## config.mk

```make
export PLATFORM = sky130hd
export DESIGN_NAME = rom_load_ctrl
export DESIGN_NICKNAME = d
export VERILOG_FILES = /design/src/rtl/rom_load_pkg.sv /design/src/rtl/rgn_decode.sv /design/src/rtl/rom_load_ctrl.sv
export SDC_FILE = /design/constraint.sdc
export NUM_CORES = 1
export LEC_CHECK = 0
export BUFFER_PORTS_ARGS = -buffer_cell sky130_fd_sc_hd__buf_2
export CELL_PAD_IN_SITES_DETAIL_PLACEMENT = 1
export CELL_PAD_IN_SITES_GLOBAL_PLACEMENT = 2
export CORE_MARGIN = 2
export CORE_UTILIZATION = 32
export DETAILED_ROUTE_END_ITERATION = 10
export PLACE_DENSITY = 0.92
export REMOVE_ABC_BUFFERS = 1
export SETUP_SLACK_MARGIN = 0.05
export SKIP_CTS_REPAIR_TIMING = 1
export SLEW_MARGIN = 10
export SYNTH_ARGS = -nofsm -noshare
export SYNTH_HDL_FRONTEND = slang
export SYNTH_SLANG_ARGS = --single-unit
```

## constraint.sdc

```tcl
create_clock -name clk_sys -period 5.3 [get_ports clk_sys]
set_clock_uncertainty 0.15 [all_clocks]
set_input_delay 1.325 -clock clk_sys [delete_from_list [all_inputs] [get_ports clk_sys]]
set_output_delay 1.325 -clock clk_sys [all_outputs]
set_load 0.05 [all_outputs]
```

## src/rtl/rom_load_pkg.sv

```systemverilog
// Shared types and constants for the ROM download controller.
package rom_load_pkg;

   localparam int AW_DEFAULT = 25;

   typedef enum logic [2:0] {
      ST_IDLE,
      ST_LOADING,
      ST_CHECK,
      ST_HOLD,
      ST_RUN
   } state_t;

endpackage

```

## src/rtl/rgn_decode.sv

```systemverilog
// Priority region select: picks the lowest region whose exclusive end lies
// above the address and returns the address relative to that region's base.
module rgn_decode
   import rom_load_pkg::*;
#(
   parameter int NREGIONS = 4,
   parameter int AW       = AW_DEFAULT
) (
   input  logic [AW-1:0]          addr_i,
   input  logic [NREGIONS*AW-1:0] region_end_i,
   output logic                   hit_o,
   output logic [NREGIONS-1:0]    sel_o,
   output logic [AW-1:0]          offset_o
);

   logic [AW-1:0] base;

   always_comb begin
      hit_o    = 1'b0;
      sel_o    = '0;
      offset_o = '0;
      base     = '0;
      for (int i = 0; i < NREGIONS; i++) begin
         if (!hit_o && (addr_i < region_end_i[i*AW +: AW])) begin
            hit_o    = 1'b1;
            sel_o[i] = 1'b1;
            offset_o = addr_i - base;
         end
         // region i+1 starts where region i ends
         base = region_end_i[i*AW +: AW];
      end
   end

endmodule

```

## src/rtl/rom_load_ctrl.sv

```systemverilog
// ROM download sequencer: routes data_io bytes into regions, validates size,
// then stretches core reset. Optional checksum check via ROM_LOAD_CHECKSUM_EN.
//
// state   | meaning
// --------+-------------------------------------------------------------
// IDLE    | no valid ROM, core held in reset, waiting for a download
// LOADING | accepting ioctl_wr bytes into the regions
// CHECK   | one cycle: judge byte count (and checksum) of the load
// HOLD    | ROM valid, core reset stretched for RST_CYCLES cycles
// RUN     | core released from reset
module rom_load_ctrl
   import rom_load_pkg::*;
#(
   parameter int         NREGIONS   = 4,
   parameter int         AW         = AW_DEFAULT,
   parameter logic [7:0] ROM_INDEX  = 8'd0,
   parameter int         RST_CYCLES = 256,
   parameter logic [7:0] EXP_SUM    = 8'h00
) (
   input  logic                   clk_sys,
   input  logic                   reset,
   input  logic                   user_reset,
   input  logic                   ioctl_download,
   input  logic [7:0]             ioctl_index,
   input  logic                   ioctl_wr,
   input  logic [AW-1:0]          ioctl_addr,
   input  logic [7:0]             ioctl_dout,
   input  logic [NREGIONS*AW-1:0] region_end,
   output logic [NREGIONS-1:0]    rgn_we,
   output logic [AW-1:0]          rgn_addr,
   output logic [7:0]             rgn_data,
   output logic                   rom_loaded,
   output logic                   core_reset,
   output logic                   load_error,
   output logic [7:0]             checksum
);

   localparam int HCW = $clog2(RST_CYCLES + 1);

   state_t                state_q;
   logic                  dl_prev_q;
   logic [NREGIONS-1:0]   rgn_we_q;
   logic [AW-1:0]         rgn_addr_q;
   logic [7:0]            rgn_data_q;
   logic                  rom_loaded_q;
   logic                  core_reset_q;
   logic                  load_error_q;
   logic [AW:0]           bytes_q;
   logic [HCW-1:0]        hold_q;

   logic                  dec_hit_d;
   logic [NREGIONS-1:0]   dec_sel_d;
   logic [AW-1:0]         dec_off_d;
   logic [AW-1:0]         last_end;
   logic                  start_d;
   logic                  acc_wr_d;
   logic                  size_ok;
   logic                  sum_ok;

   rgn_decode #(
      .NREGIONS (NREGIONS),
      .AW       (AW)
   ) u_rgn_decode (
      .addr_i       (ioctl_addr),
      .region_end_i (region_end),
      .hit_o        (dec_hit_d),
      .sel_o        (dec_sel_d),
      .offset_o     (dec_off_d)
   );

   assign last_end = region_end[(NREGIONS-1)*AW +: AW];
   // edge-qualified so a download already in flight across a reset is ignored
   assign start_d  = ioctl_download && !dl_prev_q && (ioctl_index == ROM_INDEX)
                     && (state_q != ST_LOADING);
   assign acc_wr_d = (state_q == ST_LOADING) && ioctl_wr && dec_hit_d;
   assign size_ok  = (bytes_q >= {1'b0, last_end});

`ifdef ROM_LOAD_CHECKSUM_EN
   logic [7:0] sum_q;

   always_ff @(posedge clk_sys) begin
      if (reset || start_d) begin
         sum_q <= 8'h00;
      end else if (acc_wr_d) begin
         sum_q <= sum_q + ioctl_dout;
      end
   end

   assign checksum = sum_q;
   assign sum_ok   = (sum_q == EXP_SUM);
`else
   logic unused_exp_sum;

   assign unused_exp_sum = ^EXP_SUM;
   assign checksum       = 8'h00;
   assign sum_ok         = 1'b1;
`endif

   always_ff @(posedge clk_sys) begin
      dl_prev_q <= ioctl_download;
      if (reset) begin
         state_q      <= ST_IDLE;
         rgn_we_q     <= '0;
         rgn_addr_q   <= '0;
         rgn_data_q   <= 8'h00;
         rom_loaded_q <= 1'b0;
         core_reset_q <= 1'b1;
         load_error_q <= 1'b0;
         bytes_q      <= '0;
         hold_q       <= '0;
      end else begin
         rgn_we_q <= '0;
         if (start_d) begin
            state_q      <= ST_LOADING;
            rom_loaded_q <= 1'b0;
            load_error_q <= 1'b0;
            core_reset_q <= 1'b1;
            bytes_q      <= '0;
         end else begin
            case (state_q)
               ST_IDLE: begin
               end
               ST_LOADING: begin
                  if (ioctl_wr) begin
                     if (dec_hit_d) begin
                        rgn_we_q   <= dec_sel_d;
                        rgn_addr_q <= dec_off_d;
                        rgn_data_q <= ioctl_dout;
                        if (bytes_q != '1) begin
                           bytes_q <= bytes_q + 1'b1;
                        end
                     end else begin
                        load_error_q <= 1'b1;
                     end
                  end
                  if (!ioctl_download) begin
                     state_q <= ST_CHECK;
                  end
               end
               ST_CHECK: begin
                  if (!size_ok) begin
                     load_error_q <= 1'b1;
                     state_q      <= ST_IDLE;
                  end else begin
                     rom_loaded_q <= 1'b1;
                     if (!sum_ok) begin
                        load_error_q <= 1'b1;
                     end
                     hold_q  <= HCW'(RST_CYCLES - 1);
                     state_q <= ST_HOLD;
                  end
               end
               ST_HOLD: begin
                  // a held user_reset keeps reloading; the count starts once it drops
                  if (user_reset) begin
                     hold_q <= HCW'(RST_CYCLES);
                  end else if (hold_q == '0) begin
                     state_q      <= ST_RUN;
                     core_reset_q <= 1'b0;
                  end else begin
                     hold_q <= hold_q - 1'b1;
                  end
               end
               ST_RUN: begin
                  if (user_reset) begin
                     hold_q       <= HCW'(RST_CYCLES);
                     state_q      <= ST_HOLD;
                     core_reset_q <= 1'b1;
                  end
               end
               default: begin
                  state_q      <= ST_IDLE;
                  core_reset_q <= 1'b1;
               end
            endcase
         end
      end
   end

   assign rgn_we     = rgn_we_q;
   assign rgn_addr   = rgn_addr_q;
   assign rgn_data   = rgn_data_q;
   assign rom_loaded = rom_loaded_q;
   assign core_reset = core_reset_q;
   assign load_error = load_error_q;

endmodule

```

Word-level counts from Yosys, hierarchy flattened
Index checks and enable logic that the tools add are counted.
{"block": "totals", "elab_cells": 104, "in_bits": 146, "out_inout_bits": 48, "regBits": 79}
{"block": "classes", "n_mux": 31, "add_sub_neg": 5, "reduce_logical": 26, "bitwise": 6, "magnitude_cmp": 5, "eq_ne": 20}
{"cell": "$lt A25 B25 Y1", "count": 4}
{"cell": "$mux W25", "count": 4}
{"cell": "$sub A25 B25 Y25", "count": 3}
{"cell": "$mux W9", "count": 4}
{"cell": "$pmux W9 S3", "count": 1}
{"cell": "$add A26 B1 Y26 const B", "count": 1}
{"cell": "$ge A26 B25 Y1", "count": 1}
{"cell": "$ne A26 B26 Y1 const B", "count": 1}
{"cell": "$ne A2 B2 Y1 const B", "count": 9}
{"cell": "$reduce_and A4 Y1", "count": 4}
{"cell": "$ne A3 B3 Y1 const B", "count": 5}
{"cell": "$pmux W3 S5", "count": 1}
{"cell": "$reduce_and A5 Y1", "count": 3}
{"cell": "$mux W1", "count": 14}
{"cell": "$mux W3", "count": 4}
{"cell": "$logic_not A9 Y1", "count": 1}
{"cell": "$sub A9 B1 Y9 const B", "count": 1}
{"cell": "$logic_not A8 Y1", "count": 1}
{"cell": "$eq A3 B2 Y1 const B", "count": 2}
{"cell": "$logic_and A1 B1 Y1", "count": 6}
{"cell": "$not A1 Y1", "count": 6}
{"cell": "$reduce_or A5 Y1", "count": 1}
{"cell": "$logic_not A1 Y1", "count": 4}
{"cell": "$eq A3 B1 Y1 const B", "count": 1}
{"cell": "other kinds (11)", "count": 11}

Depth between registers and ports, before layout
{"block": "depth", "word_depth": 14, "ltp_mapped": 14}

Cells and area by module
Synthesis repeated with hierarchy kept, for this count alone.
{"block": "hier_totals", "hier_cells": 1259, "area_unflattened_um2": 9122.5}
{"mod": "rgn_decode", "cells_per_inst": 735, "n_inst": 1, "area_per_inst_um2": 5009.8}
{"mod": "rom_load_ctrl", "cells_per_inst": 524, "n_inst": 1, "area_per_inst_um2": 4112.7}

Worst setup path before layout
No wires, ideal clock.
{"block": "synth_path", "path_kind": "input to register", "startpoint": "in region_end[18]", "endpoint": "reg bytes_q[12]", "setup_slack_ns": 1.104, "t_arrival_ns": 3.911, "setup_time_ns": 0.135, "stages": 14, "required_time_ns": 5.015, "cell_sequence": "inv_1 -> ha_1 -> a21o_1 -> a21o_1 -> a22o_1 -> a311oi_2 -> a21oi_1 -> or2_1 -> buf_2 -> a41o_1 -> buf_6 -> clkbuf_1 -> o311ai_0 -> o41ai_1"}
{"block": "synth_via", "elab_chain_cells": 12}
{"item": "from (decl)", "line_no": "rom_load_ctrl.sv:28", "source": "input logic [NREGIONS*AW-1:0] region_end,"}
{"item": "$lt A25 B25 Y1 (*)", "line_no": "rgn_decode.sv:24", "source": "if (!hit_o && (addr_i < region_end_i[i*AW +: AW])) begin"}
{"item": "$mux W1 (*)", "line_no": "rgn_decode.sv:24"}
{"item": "$logic_not A1 Y1", "line_no": "rgn_decode.sv:24"}
{"item": "$logic_and A1 B1 Y1", "line_no": "rgn_decode.sv:24"}
{"item": "$mux W1 (*)", "line_no": "rgn_decode.sv:24"}
{"item": "$logic_not A1 Y1", "line_no": "rgn_decode.sv:24"}
{"item": "$logic_and A1 B1 Y1", "line_no": "rgn_decode.sv:24"}
{"item": "$mux W1 (*)", "line_no": "rgn_decode.sv:24"}
{"item": "$logic_not A1 Y1", "line_no": "rgn_decode.sv:24"}
{"item": "$logic_and A1 B1 Y1", "line_no": "rgn_decode.sv:24"}
{"item": "$mux W1 (*)", "line_no": "rgn_decode.sv:24"}
{"item": "$reduce_and A4 Y1 (no source line) (*)"}
{"item": "to (signal assigned)", "line_no": "rom_load_ctrl.sv:130", "source": "bytes_q <= bytes_q + 1'b1;"}
{"item": "to (decl)", "line_no": "rom_load_ctrl.sv:48", "source": "logic [AW:0] bytes_q;"}
Every way passes the cells marked *; elsewhere a longest branch is shown, timed or not.
A chain may end at the register's enable or synchronous reset.

Worst setup path in the final report
{"block": "layout_path", "startpoint": "in ioctl_addr[19]", "endpoint": "reg rgn_addr_q[23] (netlist: rgn_addr[23])"}
{"block": "layout_via", "elab_chain_cells": 12}
{"item": "from (decl)", "line_no": "rom_load_ctrl.sv:26", "source": "input logic [AW-1:0] ioctl_addr,"}
{"item": "$lt A25 B25 Y1", "line_no": "rgn_decode.sv:24"}
{"item": "$mux W1", "line_no": "rgn_decode.sv:24"}
{"item": "$logic_not A1 Y1", "line_no": "rgn_decode.sv:24"}
{"item": "$logic_and A1 B1 Y1", "line_no": "rgn_decode.sv:24"}
{"item": "$mux W1", "line_no": "rgn_decode.sv:24"}
{"item": "$logic_not A1 Y1", "line_no": "rgn_decode.sv:24"}
{"item": "$logic_and A1 B1 Y1", "line_no": "rgn_decode.sv:24"}
{"item": "$mux W1", "line_no": "rgn_decode.sv:24"}
{"item": "$logic_not A1 Y1", "line_no": "rgn_decode.sv:24"}
{"item": "$logic_and A1 B1 Y1", "line_no": "rgn_decode.sv:24"}
{"item": "$mux W1", "line_no": "rgn_decode.sv:24"}
{"item": "$reduce_and A4 Y1 (no source line)"}
{"item": "to (signal assigned)", "line_no": "rom_load_ctrl.sv:127", "source": "rgn_addr_q <= dec_off_d;"}
{"item": "to (decl)", "line_no": "rom_load_ctrl.sv:43", "source": "logic [AW-1:0] rgn_addr_q;"}
Several ways; a longest one is shown, not always the timed one.

==> run_results.csv <==
group,metric,value,unit
min_path,whs_path_depth,2,
grt,met1_usage,30.1,%
placed_design,placed_cell_area,10600,um2
outcome,status,"finished clean",
power_and_ir_drop,p_clk_share,33.2,%
logic_synthesis,yosysSeqAreaShare,17.1,%
finish,nets,1703,
clock_tree,cts_tree,"yes",
logic_synthesis,synth_edf_count,0,
finish,drive_gt1_share,16.5,%
finish,multi_input_area,6980,um2
detailed_routing,wire_per_inst,18.5,um
finish,area_growth,18.2,%
sta,max_freq,0.214,GHz
power_and_ir_drop,p_int,1.36,mW
detailed_routing,route.detailed.drc,0,
setup_path,r2r_slack,1520,ps
setup_path,rr_startpoint,"bytes_q[4]",
logic_synthesis,ys.flop_type,"dfxtp_1",
sta,worst_pin_slew,1110,ps
placed_design,gp_congestion,0.898,
grt,grt_max_degree,55,
job,drv_cap,0,
logic_synthesis,yosys_warnings,0,
setup_path,rr_worst_depth,9,
clock_tree,clkLatencyLatePin,360,ps
power_and_ir_drop,p_sw,750,uW
clock_tree,cts_sinks,79,
power_and_ir_drop,power_density,193,nW/um2
min_path,hp-class,"reg2reg",
power_and_ir_drop,switching_share,35.6,%
floorplan,dieArea,30300,um2
sta,tns,0,ps
min_path,hold_end,"rgn_data[0]",
logic_synthesis,synth_seq_cells,79,
logic_synthesis,syn_area,9250,um2
setup_path,end_kind,"flop",
grt,grt-busiest-layer,"met2",
min_path,hold_path_startpoint,"rgn_data[0]",
floorplan,io_pins,194,
sta,period_needed,4680,ps
finish,ff_latch_area,1580,um2
grt,met2_usage,35.4,%
floorplan,die_y,174,um
clock_tree,root_buffer,"clkbuf_16",
setup_path,arrival,4780,ps
logic_synthesis,synthArstFlopShare,0,%
detailed_routing,drt-pass1-iter-count,5,
floorplan,rows,62,
power_and_ir_drop,pwr-share-comb,38.6,%
detailed_routing,finalWirelength,33.6,mm
grt,gr-usage-met3,3.35,%
setup_path,worstSetupStartpointType,"input port",
power_and_ir_drop,worst_ir_drop_vdd,0.147,mV
grt,grt_pass1_wl,53.2,mm
sta,rsz0062_at_grt,"false",
finish,design_area,10900,um2
clock_tree,cts_made_buffers,9,
logic_synthesis,synthCells,1265,
logic_synthesis,yosysMostFrequentCell,"a21oi_1",
floorplan,core-area,28500,um2
sta,period_share,88.2,%
setup_path,r2r_end,"bytes_q[12]",
setup_path,cp.required,5400,ps
power_and_ir_drop,power_leakage,5.21,nW
detailed_routing,avgViaCountPerCell,5.56,
placed_design,io_buffers,185,
sta,hold_violations,0,
setup_path,cp_max_fo,54,
logic_synthesis,synthDistinctLibCells,72,
logic_synthesis,synthTopCellsByCount,"150 x a21oi_1, 126 x ha_1, 121 x inv_1",
grt,grt_usage,21.8,%
clock_tree,h-tree-depth,3,
grt,grt_pass1_vias,10000,
clock_tree,clkTransAtPathRegs,70,ps
power_and_ir_drop,power_frac_seq,28.2,%
sta,relSlewSlack,25.5,%
grt,grt_overflow,0,
floorplan,die_width,174,um
clock_tree,cts_buffer_depth,2,
sta,final_max_slew_viol_count,0,
detailed_routing,drtAntennaViolNets,0,
setup_path,setup.worst_path.class,"in2reg",
detailed_routing,routed-via-count,10100,
grt,antenna_found_initial,1,
detailed_routing,drt-initial-drc-count,734,
logic_synthesis,ys_top_cells_by_area,"dfxtp_1 17%, ha_1 17%, a21oi_1 8.1%",
logic_synthesis,yosysTopAreaCell,"dfxtp_1",
logic_synthesis,synth_top_area_share,17.1,%
sta,finalSetupViolations,0,
logic_synthesis,synth.avg_cell_area,7.31,um2
floorplan,initial_core_util,32.4,%
finish,fillers,3651,
placed_design,hpwl,27.4,mm
## critical path, stage by stage
cell	delay (ps)
buf_2	160
ha_1	510
and4_1	350
nand2_1	140
nor2_1	150
nand3_1	220
a21oi_1	280
or2_1	190
a41o_2	820
buf_4	310
a211oi_1	60
a32o_1	230
## layer usage
metal	vias up	wire (um)
met4	0	609
met1	4781	16100
met3	35	1880
met2	315	15000
li1	4970	-
met5	-	0
## worst max-delay path by stage
stage	from	to	slack (ps)
global placement	ioctl_addr[19]	rgn_addr[23]	410
CTS	ioctl_addr[19]	rgn_addr[23]	720
detailed placement	ioctl_addr[19]	rgn_addr[23]	340
global route	ioctl_addr[19]	rgn_addr[23]	420
finish	ioctl_addr[19]	rgn_addr[23]	620
floorplan	region_end[41]	bytes_q[3]	360
## kinds of logic (layout without fill, tap and decap cells)
kind of cell / count (synthesis) / count (layout) / share of synthesized area (%)
muxes: 13 / 13 / 1.42
adders and majority gates: 129 / 129 / 17.7
buffers and inverters: 184 / 345 / 7.94
AOI/OAI and AO/OA: 452 / 452 / 31.3
xor gates and xnor gates: 52 / 52 / 4.93
other: 1 / 9 / 0.0406
and+or+nand+nor: 355 / 355 / 19.6
DFF: 79 / 79 / 17.1
## power by group through the flow
| stage | clock network (mW) | logic [mW] | registers, mW |
|---|---|---|---|
| 2_1_floorplan | 0 | 0.529 | 0.608 |
| 3_3_place_gp | 0 | 0.785 | 0.608 |
| 3_5_place_dp | 0 | 0.799 | 0.608 |
| 4_1_cts | 0.712 | 0.806 | 0.594 |
| 5_1_grt | 0.741 | 0.898 | 0.594 |
| 6_report | 0.699 | 0.812 | 0.594 |
## placed cells by master (no fill, tap or decap), drive strengths merged, types with 5 or more instances in the layout
cell type	n
nor2	65
a21o	39
mux2i	12
nand3	27
xnor2	31
dfxtp	79
nor3	30
a211oi	7
a31oi	17
or3	5
and3	12
a221oi	12
a31o	5
o311ai	10
nor3b	5
o21bai	11
xor2	21
o41ai	10
nor2b	19
ha	126
buf	208
or4	9
a21oi	150
o31ai	18
nand2	97
conb	8
inv	121
nor4	8
o31a	6
and2	10
o211ai	10
clkbuf	13
nand4	25
and4	8
o21ai	91
o21a	18
o22ai	8
nand2b	23
## state kept, by name, summed over array words and instances, names as in the netlist
signal      flops
bytes_q        26
rgn_addr       25
hold_q          9
rgn_data        8
rgn_we          4
state_q         3
core_reset      1
dl_prev_q       1
load_error      1
rom_loaded      1
## layout make-up
| class | count | area share (%) |
|---|---|---|
| Antenna cell | 1 | 0.0229 |
| Clock buffer | 13 | 2.38 |
| Clock inverter | 3 | 0.595 |
| Inverter | 121 | 4.15 |
| Multi-Input combinational cell | 1009 | 63.8 |
| Sequential cell | 79 | 14.5 |
| Tap cell | 384 | 4.39 |
| Timing Repair Buffer | 208 | 10.2 |
## per-stage QoR
step	total power [mW]	util, %	instances	setup WS [ps]	hold slack [ps]
floorplan	1.14	-	1209	363	300
global placement	1.39	37.1	1801	406	292
detailed placement	1.41	37.1	1801	341	296
CTS	2.11	38.3	1817	716	303
global route	2.23	38.3	1818	424	324
finish	2.11	38.3	1818	623	301
No activity file was read; power rests on OpenSTA's default activity.
